[src/rtl/scan_decoder.sv]
// ---------------------------------------------------------------------------
// scan_decoder
//
// Registered N-to-2^N select decoder with four operating modes:
//   mode 00 : direct one-hot   - y has exactly the bit at the index active
//   mode 11 : direct thermometer - y has every bit 0..index active
//   mode 01 : scan up          - index steps +1 every DWELL cycles
//   mode 10 : scan down        - index steps -1 every DWELL cycles
// In the direct modes a new index is taken through a valid/ready handshake.
// All outputs except sel_ready come straight from flops so the select lines
// never glitch.
//
// Parameters:
//   N          select width, y is 2^N bits wide (1..6)
//   DWELL      cycles each index stays active while scanning (>=1)
//   ACTIVE_LOW 1 = y is inverted at the output register (inactive = 1)
//
// Ports:
//   clk        rising-edge clock
//   rst_n      synchronous active-low reset
//   en         block enable; 0 drives y inactive and freezes index/counter
//   mode       operating mode (see above)
//   sel        index to load in a direct mode
//   sel_valid  sel is valid this cycle
//   sel_ready  combinational: block accepts sel this cycle
//   y          registered decoded select lines
//   y_idx      registered index currently shown on y
//   wrap       one-cycle pulse while y shows a wrapped scan index
// ---------------------------------------------------------------------------
module scan_decoder #(
    parameter int N          = 3,
    parameter int DWELL      = 4,
    parameter int ACTIVE_LOW = 0
) (
    input  logic               clk,
    input  logic               rst_n,
    input  logic               en,
    input  logic [1:0]         mode,
    input  logic [N-1:0]       sel,
    input  logic               sel_valid,
    output logic               sel_ready,
    output logic [(2**N)-1:0]  y,
    output logic [N-1:0]       y_idx,
    output logic               wrap
);

    localparam int W  = 2 ** N;
    // One extra bit keeps the counter at least 1 bit wide when DWELL == 1.
    localparam int CW = $clog2(DWELL) + 1;

    // Operating states; the two scan directions are separate states so that
    // a direction reversal is seen as a fresh scan entry.
    localparam logic [1:0] ST_OFF     = 2'd0;
    localparam logic [1:0] ST_DIRECT  = 2'd1;
    localparam logic [1:0] ST_SCAN_UP = 2'd2;
    localparam logic [1:0] ST_SCAN_DN = 2'd3;

    localparam logic [1:0] MODE_ONEHOT = 2'b00;
    localparam logic [1:0] MODE_UP     = 2'b01;
    localparam logic [1:0] MODE_DOWN   = 2'b10;
    localparam logic [1:0] MODE_THERMO = 2'b11;

    localparam logic [N-1:0]  IDX_ZERO = {N{1'b0}};
    localparam logic [N-1:0]  IDX_MAX  = {N{1'b1}};
    localparam logic [N-1:0]  IDX_ONE  = N'(1);
    localparam logic [CW-1:0] CNT_ZERO = {CW{1'b0}};
    localparam logic [CW-1:0] CNT_ONE  = CW'(1);
    localparam logic [CW-1:0] CNT_LAST = CW'(DWELL - 1);

    // -----------------------------------------------------------------------
    // Encoding helpers
    // -----------------------------------------------------------------------
    function automatic logic [W-1:0] enc_onehot(input logic [N-1:0] idx);
        logic [W-1:0] r;
        r      = {W{1'b0}};
        r[idx] = 1'b1;
        return r;
    endfunction

    function automatic logic [W-1:0] enc_thermo(input logic [N-1:0] idx);
        logic [W-1:0] r;
        r = {W{1'b0}};
        for (int i = 0; i < W; i++) begin
            r[i] = (N'(i) <= idx);
        end
        return r;
    endfunction

    // Applies output polarity; only y is ever inverted.
    function automatic logic [W-1:0] apply_pol(input logic [W-1:0] v);
        if (ACTIVE_LOW != 0) begin
            return ~v;
        end else begin
            return v;
        end
    endfunction

    // -----------------------------------------------------------------------
    // Registers and next-state signals
    // -----------------------------------------------------------------------
    logic [1:0]    state_r;
    logic [CW-1:0] cnt_r;
    logic [W-1:0]  y_r;
    logic [N-1:0]  y_idx_r;
    logic          wrap_r;

    logic          sel_ready_s;
    logic          accept_s;
    logic [1:0]    state_nxt_s;
    logic          scan_entry_s;
    logic [CW-1:0] cnt_nxt_s;
    logic [N-1:0]  idx_nxt_s;
    logic          wrap_nxt_s;
    logic [W-1:0]  y_raw_nxt_s;

    // Handshake ready: only direct modes (mode bits equal) take a new index.
    always_comb begin
        sel_ready_s = en && rst_n && (mode[0] == mode[1]);
        accept_s    = sel_valid && sel_ready_s;
    end

    // State is re-derived every cycle from en and mode.
    always_comb begin
        state_nxt_s = ST_OFF;
        if (!en) begin
            state_nxt_s = ST_OFF;
        end else begin
            case (mode)
                MODE_ONEHOT: state_nxt_s = ST_DIRECT;
                MODE_THERMO: state_nxt_s = ST_DIRECT;
                MODE_UP:     state_nxt_s = ST_SCAN_UP;
                MODE_DOWN:   state_nxt_s = ST_SCAN_DN;
                default:     state_nxt_s = ST_OFF;
            endcase
        end
        // Any transition into a scan state (including a direction change)
        // restarts the dwell period at the current index.
        scan_entry_s = (state_nxt_s != state_r);
    end

    // Index, dwell counter, wrap and raw (pre-polarity) select computation.
    always_comb begin
        idx_nxt_s   = y_idx_r;
        cnt_nxt_s   = cnt_r;
        wrap_nxt_s  = 1'b0;
        y_raw_nxt_s = {W{1'b0}};
        case (state_nxt_s)
            ST_OFF: begin
                // Index and counter are frozen, outputs inactive.
                idx_nxt_s   = y_idx_r;
                cnt_nxt_s   = cnt_r;
                y_raw_nxt_s = {W{1'b0}};
            end
            ST_DIRECT: begin
                cnt_nxt_s = CNT_ZERO;
                if (accept_s) begin
                    idx_nxt_s = sel;
                end else begin
                    idx_nxt_s = y_idx_r;
                end
                // Re-encoded every cycle so a 00<->11 switch takes effect
                // on the held index without a new accept.
                if (mode == MODE_THERMO) begin
                    y_raw_nxt_s = enc_thermo(idx_nxt_s);
                end else begin
                    y_raw_nxt_s = enc_onehot(idx_nxt_s);
                end
            end
            ST_SCAN_UP, ST_SCAN_DN: begin
                if (scan_entry_s) begin
                    cnt_nxt_s = CNT_ZERO;
                    idx_nxt_s = y_idx_r;
                end else if (cnt_r == CNT_LAST) begin
                    cnt_nxt_s = CNT_ZERO;
                    if (state_nxt_s == ST_SCAN_UP) begin
                        idx_nxt_s  = y_idx_r + IDX_ONE;
                        wrap_nxt_s = (y_idx_r == IDX_MAX);
                    end else begin
                        idx_nxt_s  = y_idx_r - IDX_ONE;
                        wrap_nxt_s = (y_idx_r == IDX_ZERO);
                    end
                end else begin
                    cnt_nxt_s = cnt_r + CNT_ONE;
                    idx_nxt_s = y_idx_r;
                end
                y_raw_nxt_s = enc_onehot(idx_nxt_s);
            end
            default: begin
                idx_nxt_s   = y_idx_r;
                cnt_nxt_s   = CNT_ZERO;
                wrap_nxt_s  = 1'b0;
                y_raw_nxt_s = {W{1'b0}};
            end
        endcase
    end

    // State and output registers with synchronous reset priority.
    always_ff @(posedge clk) begin
        if (!rst_n) begin
            state_r <= ST_OFF;
            cnt_r   <= CNT_ZERO;
            y_idx_r <= IDX_ZERO;
            wrap_r  <= 1'b0;
            y_r     <= apply_pol({W{1'b0}});
        end else begin
            state_r <= state_nxt_s;
            cnt_r   <= cnt_nxt_s;
            y_idx_r <= idx_nxt_s;
            wrap_r  <= wrap_nxt_s;
            y_r     <= apply_pol(y_raw_nxt_s);
        end
    end

    assign sel_ready = sel_ready_s;
    assign y         = y_r;
    assign y_idx     = y_idx_r;
    assign wrap      = wrap_r;

endmodule
[config.mk]
export PLATFORM = sky130hd
export DESIGN_NAME = scan_decoder
export DESIGN_NICKNAME = d
export VERILOG_FILES = /design/src/rtl/scan_decoder.sv
export SDC_FILE = /design/constraint.sdc
export NUM_CORES = 1
export LEC_CHECK = 0
export BUFFER_PORTS_ARGS = -buffer_cell sky130_fd_sc_hd__buf_2
export CAP_MARGIN = 20
export CORE_ASPECT_RATIO = 1.75
export CORE_MARGIN = 5
export CORE_UTILIZATION = 30
export DETAILED_ROUTE_END_ITERATION = 7
export PLACE_DENSITY = 0.52
export SYNTH_ARGS = -nofsm -noshare
export SYNTH_HDL_FRONTEND = slang
export SYNTH_SLANG_ARGS = --single-unit
[constraint.sdc]
create_clock -name clk -period 4.35 [get_ports clk]
set_input_delay 0.2175 -clock clk [delete_from_list [all_inputs] [get_ports clk]]
set_output_delay 0.2175 -clock clk [all_outputs]
set_load 0.03 [all_outputs]
==> Implementation_results.wiki, run 1 <==
{| class="wikitable"
! Metric !! Value
|-
| Worst slack at placement || around 1.5 ns
|-
| Final GP Congestion || 0.794
|-
| Num CTS Buffers || 3
|-
| Total count of hold-check failures in the final report || 0
|-
| Skew-Pair Late Insertion Delay || 0.25 ns
|-
| Initial Util || 31.2%
|-
| Final period utilization || 59.1%
|-
| Die width || ~60 um
|-
| Pre-Repair DR Iteration Count || 4
|-
| Number of buffers on the longest clock path || 2
|-
| Count of non-filler cells in the finished layout || 213
|-
| CP Launch Type || primary input
|-
| Number of synthesized register bits || 17
|-
| Count of instances resized after the clock tree is built || 0
|-
| Setup repair after global routing missed its margin || false
|-
| Maximum fanout count along the critical path || 12
|-
| CTS hold repair buffers || 0
|-
| Count of final setup violators || 0
|-
| Total negative setup slack || 0 ns
|-
| Routed Wire Length || ~3.4 mm
|-
| Remaining Overflow, GRT || 0
|-
| Inserted Diodes || 0
|-
| Post-route ant nets || 0
|-
| Worst min path class || in -> reg
|-
| Routed vias/inst || between 5 and 6
|-
| Count of synthesis-stage warnings from yosys || 0
|-
| Worst R2R Start || y_idx[1]$_SDFFE_PN0P_
|-
| Largest family of logic cells by synthesized area || simple AND/OR/NAND/NOR gates
|-
| DRC viols || 0
|-
| CTS H-Tree Depth || 1
|-
| Power per unit of standard cell area || around 270 nW/um2
|-
| Worst setup slack for register-to-register paths || 1.90 ns
|-
| Post-detailed-route wirelength per cell || around 16 um
|-
| GR Util All Layers || a little over an eighth
|-
| Post-CTS Repair Setup Buffers || 0
|-
| Worst endpoint data arrival time || between 2 and 3 ns
|-
| Headroom to the max-slew limit || 59.7%
|-
| Max Cap Viol || 0
|-
| Most frequent cells in the layout || sky130_fd_sc_hd__buf_2, sky130_fd_sc_hd__dfxtp_1, sky130_fd_sc_hd__nand2_1, sky130_fd_sc_hd__o21ai_0, sky130_fd_sc_hd__nor2_1
|-
| Cell accounting for the most synthesized area || sky130_fd_sc_hd__dfxtp_1
|-
| CTS tree || built
|-
| IO Count || 22
|-
| Clock-pin slew reported for the worst setup and hold paths after clock tree synthesis || 0.07 ns
|-
| End of the worst hold path || cnt_r[2]$_SDFFE_PN0P_
|-
| Area share of fa/ha/maj cells after synthesis || 4.67%
|-
| Global-route wire length before repair || 5.62 mm
|-
| DIE HEIGHT || 94.7 um
|-
| Worst Skew || around 0.0013 ns
|-
| Number of enable-type register cells in the synthesized netlist || 0
|-
| Number of placement rows || 30
|-
| Number of DRC violations after detailed-routing iteration 0 || 32
|-
| Number of placed instances, taps included || between 200 and 250
|-
| Hold Worst Slack || ~0.30 ns
|-
| Final worst-path setup slack || 1.78 ns
|-
| Root cell of the clock tree || sky130_fd_sc_hd__clkbuf_8
|-
| Xor/xnor share of the synthesized area || 8.54%
|-
| Pin count of the biggest net entering global routing || 17
|-
| Cells taking the most area after synthesis || sky130_fd_sc_hd__dfxtp_1, sky130_fd_sc_hd__nand2_1, sky130_fd_sc_hd__o21ai_0, sky130_fd_sc_hd__mux2i_1, sky130_fd_sc_hd__ha_1
|-
| Compound-cell area share of the yosys netlist || a little under a quarter
|-
| CP endpoint kind || flip-flop
|-
| Number of cells on the worst hold path || 2
|-
| Leak Pwr || ~0.55 nW
|-
| Nets in the synthesized netlist || approximately 170
|-
| HPWL after detailed placement || 2.66 mm
|-
| Initial antenna violation count || 0
|-
| Mux cell area share after synthesis || under 10%
|-
| Beginning of the worst hold path || en
|-
| Commonest register cell after synthesis || sky130_fd_sc_hd__dfxtp_1
|-
| Area added between synthesis and finish || 11.5%
|-
| Transition time at the pin with the least slew margin || a little over 0.6 ns
|-
| Vias in the first global route || 1189
|-
| Reg2Reg Capture Point || y[4]$_SDFF_PN0_
|-
| Total standard cell area after synthesis || between 1000 and 1500 um2
|-
| Worst Setup Path Type || in -> reg
|-
| Most common cell after layout, fill and taps aside || sky130_fd_sc_hd__buf_2
|-
| Maximum operating frequency || about 400 MHz
|-
| Port bufs || 21
|-
| Clock net sink count || 17
|-
| Worst voltage drop across the vdd grid || 160 uV
|-
| Status || complete, no violations
|-
| Post-layout minimum cycle time || around 2.6 ns
|-
| CP required || ~4.5 ns
|-
| Count of unique library cells instantiated by Yosys || 45
|-
| Part of the Yosys area used for sequential elements || between 20% and 30%
|-
| Floorplan die area || 5540 um2
|-
| Share of layout cells above drive strength 1 || around a fifth
|-
| Yosys top cell area share || 27.6%
|-
| Logic depth of the worst register-to-register path || 7
|-
| Post-Syn Area per Cell || between 8 and 9 um2
|-
| Proportion of register bits with asynchronous set or reset after synthesis || 0%
|-
| Simple-Gate Fraction of Synth Area || 24.9%
|-
| Via count of the routed design || ~1.2k
|-
| NumNets Final || 179
|-
| Number of instances in the synthesized netlist || 152
|-
| Core region area || 3940 um2
|-
| Final-report max-slew violation count || 0
|}
-- metrics by stage --
step                      cell area [um2]  utilization [%]  power [W]
after floorplan                      1230                -   0.000236
after global placement               1330             33.7   0.000254
after detailed placement             1330             33.7   0.000256
after CTS                            1370             34.8   0.000377
after global routing                 1370             34.8   0.000394
final                                1370             34.8   0.000375
-- critical path, stage by stage --
cell and delay, ns:
sky130_fd_sc_hd__buf_2 0.09, sky130_fd_sc_hd__inv_1 0.04, sky130_fd_sc_hd__ha_1 0.52, sky130_fd_sc_hd__nor2b_4 0.14, sky130_fd_sc_hd__and2_1 0.22, sky130_fd_sc_hd__fa_1 0.43
sky130_fd_sc_hd__xor2_1 0.21, sky130_fd_sc_hd__a31oi_1 0.21, sky130_fd_sc_hd__mux2_2 0.35, sky130_fd_sc_hd__o21a_1 0.22, sky130_fd_sc_hd__o21ai_2 0.12
-- synthesized netlist by cell type (3+ instances only) --
cell type                  instances
sky130_fd_sc_hd__a21oi_1           5
sky130_fd_sc_hd__nand4_1           4
sky130_fd_sc_hd__inv_1             5
sky130_fd_sc_hd__nor2b_1           4
sky130_fd_sc_hd__ha_1              3
sky130_fd_sc_hd__a211oi_1          3
sky130_fd_sc_hd__nand2_1          16
sky130_fd_sc_hd__clkbuf_1          6
sky130_fd_sc_hd__nor2_1            9
sky130_fd_sc_hd__xnor2_1           3
sky130_fd_sc_hd__o22ai_1           3
sky130_fd_sc_hd__o21ai_0          10
sky130_fd_sc_hd__xor2_1            4
sky130_fd_sc_hd__nand3_1           6
sky130_fd_sc_hd__a31oi_1           4
sky130_fd_sc_hd__mux2i_1           4
sky130_fd_sc_hd__and3_1            4
sky130_fd_sc_hd__nor3_1            4
sky130_fd_sc_hd__and2_1            3
sky130_fd_sc_hd__dfxtp_1          17
-- how the worst max path moves through the flow --
| stage | endpoint | cells past startpoint | from |
|---|---|---|---|
| floorplan | y[4]$_SDFF_PN0_ | 8 | y_idx[1]$_SDFFE_PN0P_ |
| global placement | y[5]$_SDFF_PN0_ | 11 | mode[1] |
| detailed placement | y[4]$_SDFF_PN0_ | 11 | mode[1] |
| CTS | y[4]$_SDFF_PN0_ | 11 | mode[1] |
| global route | y[5]$_SDFF_PN0_ | 11 | mode[1] |
| finish | y[4]$_SDFF_PN0_ | 11 | mode[1] |
-- sequential cells by signal (all words and copies together) (netlist names) --
name / cells
cnt_r: 3
state_r: 2
wrap: 1
y: 8
y_idx: 3
-- routing by layer --
metal  track usage (%)  wire length, um  share of wire, %  vias to the layer above
li1                  -                -                 -                      572
met1              14.1             1320                39                      545
met2              23.1             1710                51                       42
met3              2.05              154               4.6                       15
met4              8.70              182               5.4                        0
met5                 0                0                 0                        -
-- where the power goes --
part	total, W	internal, W	switching, W
registers	0.000166	0.000159	0.00000679
clock network	0.000123	0.0000637	0.0000592
logic	0.0000859	0.0000341	0.0000518
-- layout make-up --
type / count / area, um2
fill: 439 / 2570
tap: 48 / 60.1
inverter: 6 / 22.5
sequential: 17 / 340
multi-input combinational: 117 / 798
clock buffer: 3 / 41.3
clock inverter: 1 / 5.00
timing repair buffer: 21 / 105
-- kinds of logic (layout without fill, tap and decap cells) --
logic type,after synthesis,in the layout
and+or+nand+nor,58,58
AOI/OAI and AO/OA,41,41
buffers and inverters,18,31
DFF,17,17
xor gates and xnor gates,9,9
muxes,5,5
adders and majority gates,4,4
Power figures use the tool's default switching activity.
==> inputs of run 2 (changes only) <==
Clock period 4.35 ns to 2.4 ns, I/O delays scaled along.
==> Implementation_results.wiki, run 2 (synthesized netlist as in run 1, its figures left out) <==
{| class="wikitable"
! Metric !! Value
|-
| Most frequent cells in the layout || sky130_fd_sc_hd__buf_2, sky130_fd_sc_hd__dfxtp_1, sky130_fd_sc_hd__nand2_1, sky130_fd_sc_hd__o21ai_0 (was sky130_fd_sc_hd__buf_2, sky130_fd_sc_hd__dfxtp_1, sky130_fd_sc_hd__nand2_1, sky130_fd_sc_hd__o21ai_0, sky130_fd_sc_hd__nor2_1)
|-
| Count of final setup violators || 0 (unchanged)
|-
| DRC viols || 0 (unchanged)
|-
| CTS tree || built (unchanged)
|-
| Count of instances resized after the clock tree is built || 0 (unchanged)
|-
| NumNets Final || 188 (was 179)
|-
| CTS hold repair buffers || 0 (unchanged)
|-
| HPWL after detailed placement || 2.68 mm (was 2.66 mm)
|-
| Vias in the first global route || 1172 (was 1189)
|-
| Clock-pin slew reported for the worst setup and hold paths after clock tree synthesis || 0.08 ns (was 0.07 ns)
|-
| Maximum operating frequency || roughly 480 MHz
|-
| Num CTS Buffers || 3 (unchanged)
|-
| Fin util || 36.5% (was 34.8%)
|-
| Status || complete, no violations (unchanged)
|-
| Routed vias/inst || 5.47 (was 5.51)
|-
| CP required || 2.60 ns (was 4.54 ns)
|-
| Post-layout minimum cycle time || between 2 and 2.5 ns
|-
| Worst voltage drop across the vdd grid || 255 uV (was 160 uV)
|-
| Worst min path class || in -> reg (unchanged)
|-
| Number of buffers on the longest clock path || 2 (unchanged)
|-
| Worst Skew || 0.00425 ns (was 0.00130 ns)
|-
| Via count of the routed design || 1214 (was 1174)
|-
| Leak Pwr || 0.595 nW (was 0.554 nW)
|-
| Total negative setup slack || 0 ns (unchanged)
|-
| Post-route ant nets || 0 (unchanged)
|-
| Initial Util || 31.2% (unchanged)
|-
| CTS H-Tree Depth || 1 (unchanged)
|-
| Worst R2R Start || y_idx[0]$_SDFFE_PN0P_ (was y_idx[1]$_SDFFE_PN0P_)
|-
| Transition time at the pin with the least slew margin || 0.600 ns (was 0.604 ns)
|-
| Max Cap Viol || 0 (unchanged)
|-
| Post-detailed-route wirelength per cell || 15.5 um (was 15.8 um)
|-
| Beginning of the worst hold path || rst_n (was en)
|-
| IO Count || 22 (unchanged)
|-
| Number of fillers in the final layout || 437 (was 439)
|-
| Power per unit of standard cell area || 489 nW/um2 (was 273 nW/um2)
|-
| Initial antenna violation count || 0 (unchanged)
|-
| Worst endpoint data arrival time || 2.29 ns (was 2.77 ns)
|-
| Inserted Diodes || 0 (unchanged)
|-
| Final-report max-slew violation count || 0 (unchanged)
|-
| Number of flip-flops in the largest register || 8 (unchanged)
|-
| Remaining Overflow, GRT || 0 (unchanged)
|-
| Port bufs || 21 (unchanged)
|-
| Buf+Inv Stages, Crit Path || 2 (unchanged)
|-
| Launch point of the worst path || mode[1] (unchanged)
|-
| Sequential Area || 340 um2 (unchanged)
|-
| Area added between synthesis and finish || 16.9% (was 11.5%)
|-
| Final GP Congestion || 0.819 (was 0.794)
|-
| Number of DRC violations after detailed-routing iteration 0 || 21 (was 32)
|-
| DIE HEIGHT || 94.7 um (unchanged)
|-
| Core region area || 3940 um2 (unchanged)
|-
| Total count of hold-check failures in the final report || 0 (unchanged)
|-
| Largest delay share family, worst path || adder cells (unchanged)
|-
| Footprint of the multi-input gates || 798 um2 (unchanged)
|-
| Post-CTS Repair Setup Buffers || 0 (unchanged)
|-
| Met2 usage || 24.7% (was 23.1%)
|-
| CP Launch Type || primary input (unchanged)
|-
| Root cell of the clock tree || sky130_fd_sc_hd__clkbuf_8 (unchanged)
|-
| Worst Setup Path Type || in -> reg (unchanged)
|-
| Floorplan die area || 5540 um2 (unchanged)
|-
| Most common cell after layout, fill and taps aside || sky130_fd_sc_hd__buf_2 (unchanged)
|-
| Routed Wire Length || 3.44 mm (was 3.36 mm)
|-
| GR Util All Layers || 13.2% (about the same)
|-
| Share of layout cells above drive strength 1 || 24.1% (was 20.6%)
|-
| Maximum fanout count along the critical path || 3 (was 12)
|-
| Critical path, cell by cell || buf_2 -> inv_1 -> ha_1 -> nor2b_4 -> and2_1 -> fa_1 -> xor2_1 -> a31oi_1 -> mux2_2 -> o21a_1 -> o21ai_2 (unchanged)
|-
| Pre-Repair DR Iteration Count || 4 (unchanged)
|-
| Number of placement rows || 30 (unchanged)
|-
| Die width || 58.4 um (unchanged)
|-
| Met3 Usage GRT || 2.74% (was 2.05%)
|-
| CP endpoint kind || flip-flop (unchanged)
|-
| Delay of the slowest critical-path stage || 0.43 ns (was 0.52 ns)
|-
| Cell with the largest stage delay on the worst path || sky130_fd_sc_hd__fa_1 (was sky130_fd_sc_hd__ha_1)
|-
| Global-route wire length before repair || 5.56 mm (was 5.62 mm)
|-
| Grt peak-use layer || met2 (unchanged)
|-
| Setup repair after global routing missed its margin || false (unchanged)
|-
| Skew-Pair Late Insertion Delay || 0.26 ns (was 0.25 ns)
|-
| Pin count of the biggest net entering global routing || 17 (unchanged)
|-
| Headroom to the max-slew limit || 59.9% (was 59.7%)
|-
| Final period utilization || 87.0%
|-
| Clock net sink count || 17 (unchanged)
|-
| Global routing usage on met1 || 13.0% (was 14.1%)
|}
run 2: worst register-to-register path, stage by stage, from the launching register on:
cell                      delay [ns]
sky130_fd_sc_hd__dfxtp_1        0.35
sky130_fd_sc_hd__inv_2          0.08
sky130_fd_sc_hd__fa_1           0.48
sky130_fd_sc_hd__xor2_1         0.20
sky130_fd_sc_hd__a31oi_1        0.20
sky130_fd_sc_hd__mux2_2         0.35
sky130_fd_sc_hd__o21a_1         0.20
sky130_fd_sc_hd__o21ai_2        0.11
run 2: power breakdown:
part	leakage, nW	internal [W]	total, W	switching (W)
Clock	0.0228	0.000118	0.000232	0.000113
Combinational	0.435	0.0000733	0.000174	0.000101
Sequential	0.138	0.000289	0.000297	0.00000846
Total	0.595	0.000481	0.000703	0.000223
run 2: cell type report:
cell class / instances / area share [%]
multi-input combinational: 117 / 55.5
sequential: 17 / 23.7
timing repair buffer: 30 / 12.0
tap: 48 / 4.17
clock buffer: 4 / 3.13
inverter: 6 / 1.57
run 2: through the flow:
stage	instance area [um2]	power [W]	hold slack, ns	instances	setup slack, ns
2_1_floorplan	1230	0.000429	0.309	152	0.0533
3_3_place_gp	1390	0.000476	0.425	218	0.0858
3_5_place_dp	1390	0.000477	0.429	218	0.0466
4_1_cts	1440	0.000703	0.192	222	0.307
5_1_grt	1440	0.000738	0.207	222	0.239
6_report	1440	0.000703	0.195	222	0.311
run 2: metal layers:
layer	vias up	part of all wire (%)
li1	591	-
met1	580	38
met2	34	54
met3	9	5.0
met4	0	3.5
met5	-	0
run 2: worst paths after layout:
check / slack, ns / endpoint / depth (start not counted)
worst max register to register: 0.36 / y[4]$_SDFF_PN0_ / 7
worst max-delay path: 0.31 / y[4]$_SDFF_PN0_ / 11
worst min-delay path: 0.19 / cnt_r[2]$_SDFFE_PN0P_ / 3
worst min register to register: 0.44 / cnt_r[2]$_SDFFE_PN0P_ / 2
==> inputs of run 3 (changes only) <==
Settings changed: CORE_ASPECT_RATIO 1.75 to not set, CORE_UTILIZATION 30 to 55, HOLD_SLACK_MARGIN set to 0.15, PLACE_DENSITY 0.52 to not set, PLACE_DENSITY_LB_ADDON set to 0.08.
==> Implementation_results.wiki, run 3 (synthesized netlist as in run 1, its figures left out) <==
{| class="wikitable"
! Metric !! Value
|-
| Routed vias/inst || 6.14 (was 5.47)
|-
| Inserted Diodes || 0 (unchanged)
|-
| Post-route ant nets || 0 (unchanged)
|-
| Number of placement rows || 17 (was 30)
|-
| Setup repair after global routing missed its margin || false (unchanged)
|-
| Switching pwr || 0.000211 W (was 0.000223 W)
|-
| Core region area || 2170 um2 (was 3940 um2)
|-
| Worst endpoint data arrival time || 2.33 ns (was 2.29 ns)
|-
| Via count of the routed design || 1247 (was 1214)
|-
| Initial Util || 56.7% (was 31.2%)
|-
| Die width || 57.3 um (was 58.4 um)
|-
| Share of layout cells above drive strength 1 || 24.6% (was 24.1%)
|-
| Number of buffers on the longest clock path || 2 (unchanged)
|-
| CTS tree || built (unchanged)
|-
| Maximum fanout count along the critical path || 3 (unchanged)
|-
| DIE HEIGHT || 57.3 um (was 94.7 um)
|-
| NumNets Final || 189 (was 188)
|-
| IO Count || 22 (unchanged)
|-
| CTS H-Tree Depth || 1 (unchanged)
|-
| Worst Skew || 0.00203 ns (was 0.00425 ns)
|-
| Leak Pwr || 0.596 nW (was 0.595 nW)
|-
| CP Launch Type || primary input (unchanged)
|-
| Power per unit of standard cell area || 453 nW/um2 (was 489 nW/um2)
|-
| CP required || 2.64 ns (was 2.60 ns)
|-
| Worst Setup Path Type || in -> reg (unchanged)
|-
| Most frequent cells in the layout || sky130_fd_sc_hd__buf_2, sky130_fd_sc_hd__dfxtp_1, sky130_fd_sc_hd__nand2_1, sky130_fd_sc_hd__o21ai_0 (unchanged)
|-
| Relative contribution of combinational cells to total power || 28.1% (was 24.8%)
|-
| Num CTS Buffers || 3 (unchanged)
|-
| Vias in the first global route || 1162 (was 1172)
|-
| Maximum operating frequency || 480 MHz (was 479 MHz)
|-
| Port bufs || 21 (unchanged)
|-
| Count of final setup violators || 0 (unchanged)
|-
| Hold Worst Slack || 0.175 ns (was 0.195 ns)
|-
| Status || complete, no violations (unchanged)
|-
| Final period utilization || 86.9% (was 87.0%)
|-
| Count of instances resized after the clock tree is built || 0 (unchanged)
|-
| Final GP Congestion || 0.882 (was 0.819)
|-
| Routed Wire Length || 3.24 mm (was 3.44 mm)
|-
| Fin util || 64.8% (was 36.5%)
|-
| Pin count of the biggest net entering global routing || 17 (unchanged)
|-
| Total negative setup slack || 0 ns (unchanged)
|-
| Transition time at the pin with the least slew margin || 0.439 ns (was 0.600 ns)
|-
| GR Util All Layers || 20.9% (was 13.2%)
|-
| Max Cap Viol || 0 (unchanged)
|-
| CTS hold repair buffers || 1 (was 0)
|-
| Final-report max-slew violation count || 0 (unchanged)
|-
| Area added between synthesis and finish || 14.2% (was 16.9%)
|-
| Remaining Overflow, GRT || 0 (unchanged)
|-
| Post-layout minimum cycle time || 2.09 ns (about the same)
|-
| Portion of total power attributed to the clock network || 25.5% (was 32.9%)
|-
| Headroom to the max-slew limit || 70.7% (was 59.9%)
|-
| Clock net sink count || 17 (unchanged)
|-
| Power Internal || 0.000426 W (was 0.000481 W)
|-
| Seq pwr share || 46.4% (was 42.3%)
|-
| Pre-Repair DR Iteration Count || 5 (was 4)
|-
| Total count of hold-check failures in the final report || 0 (unchanged)
|-
| Root cell of the clock tree || sky130_fd_sc_hd__clkbuf_4 (was sky130_fd_sc_hd__clkbuf_8)
|-
| Worst voltage drop across the vdd grid || 392 uV (was 255 uV)
|-
| HPWL after detailed placement || 2.46 mm (was 2.68 mm)
|-
| Most common cell after layout, fill and taps aside || sky130_fd_sc_hd__buf_2 (unchanged)
|-
| Skew-Pair Late Insertion Delay || 0.30 ns (was 0.26 ns)
|-
| Initial antenna violation count || 0 (unchanged)
|-
| Global-route wire length before repair || 5.38 mm (was 5.56 mm)
|-
| Number of fillers in the final layout || 210 (was 437)
|-
| CP endpoint kind || flip-flop (unchanged)
|-
| Clock-pin slew reported for the worst setup and hold paths after clock tree synthesis || 0.10 ns (was 0.08 ns)
|-
| Floorplan die area || 3280 um2 (was 5540 um2)
|-
| DRC viols || 0 (unchanged)
|-
| Number of flip-flops in the largest register || 8 (unchanged)
|-
| Switching share of total power || 33.1% (was 31.7%)
|-
| Worst min path class || in -> reg (unchanged)
|-
| Post-CTS Repair Setup Buffers || 0 (unchanged)
|-
| Number of DRC violations after detailed-routing iteration 0 || 58 (was 21)
|-
| Post-detailed-route wirelength per cell || 15.9 um (was 15.5 um)
|}
-- run 3: worst paths after layout --
path / startpoint / endpoint / slack, ns / cells after the start
worst min register to register: cnt_r[2]$_SDFFE_PN0P_ / cnt_r[2]$_SDFFE_PN0P_ / 0.45 / 2
worst max-delay path: mode[1] / y[5]$_SDFF_PN0_ / 0.31 / 11
worst min-delay path: en / y_idx[0]$_SDFFE_PN0P_ / 0.17 / 3
worst max register to register: y_idx[1]$_SDFFE_PN0P_ / y[5]$_SDFF_PN0_ / 0.33 / 7
-- run 3: area by class of cell --
cell class                 count  area (um2)  area share [%]
inverter                       6        22.5            1.60
multi-input combinational    117         798            56.8
sequential                    17         340            24.2
clock buffer                   3        22.5            1.60
tap                           28        35.0            2.49
timing repair buffer          31         183            13.0
clock inverter                 1        5.00           0.356
-- run 3: worst max-delay path: stages --
cell	delay, ns
sky130_fd_sc_hd__buf_2	0.09
sky130_fd_sc_hd__inv_1	0.04
sky130_fd_sc_hd__ha_1	0.33
sky130_fd_sc_hd__nor2b_4	0.05
sky130_fd_sc_hd__and2_1	0.18
sky130_fd_sc_hd__fa_1	0.43
sky130_fd_sc_hd__xor2_1	0.21
sky130_fd_sc_hd__a31oi_1	0.20
sky130_fd_sc_hd__mux2_2	0.35
sky130_fd_sc_hd__o21a_1	0.21
sky130_fd_sc_hd__o21ai_2	0.12
-- run 3: power groups by stage --
stage / Sequential, W / Clock, W / Combinational (W)
2_1_floorplan: 0.000309 / 0 / 0.000120
3_5_place_dp: 0.000302 / 0 / 0.000175
3_3_place_gp: 0.000302 / 0 / 0.000170
4_1_cts: 0.000296 / 0.000170 / 0.000177
5_1_grt: 0.000297 / 0.000185 / 0.000195
6_report: 0.000296 / 0.000162 / 0.000179
-- run 3: metrics by stage --
step	area, um2	power (W)	worst slack (ns)	cells
after floorplan	1230	0.000429	0.0533	152
after global placement	1370	0.000472	0.109	198
after detailed placement	1370	0.000477	-0.00125	198
after CTS	1410	0.000643	0.328	203
after global routing	1410	0.000676	0.240	203
final	1410	0.000637	0.315	203
-- run 3: metal layers --
| metal | share of wire (%) | vias up | GRT usage [%] |
|---|---|---|---|
| li1 | - | 595 | - |
| met1 | 43 | 579 | 27.5 |
| met2 | 47 | 60 | 32.8 |
| met3 | 7.5 | 13 | 4.07 |
| met4 | 2.4 | 0 | 9.60 |
| met5 | 0 | - | 0 |
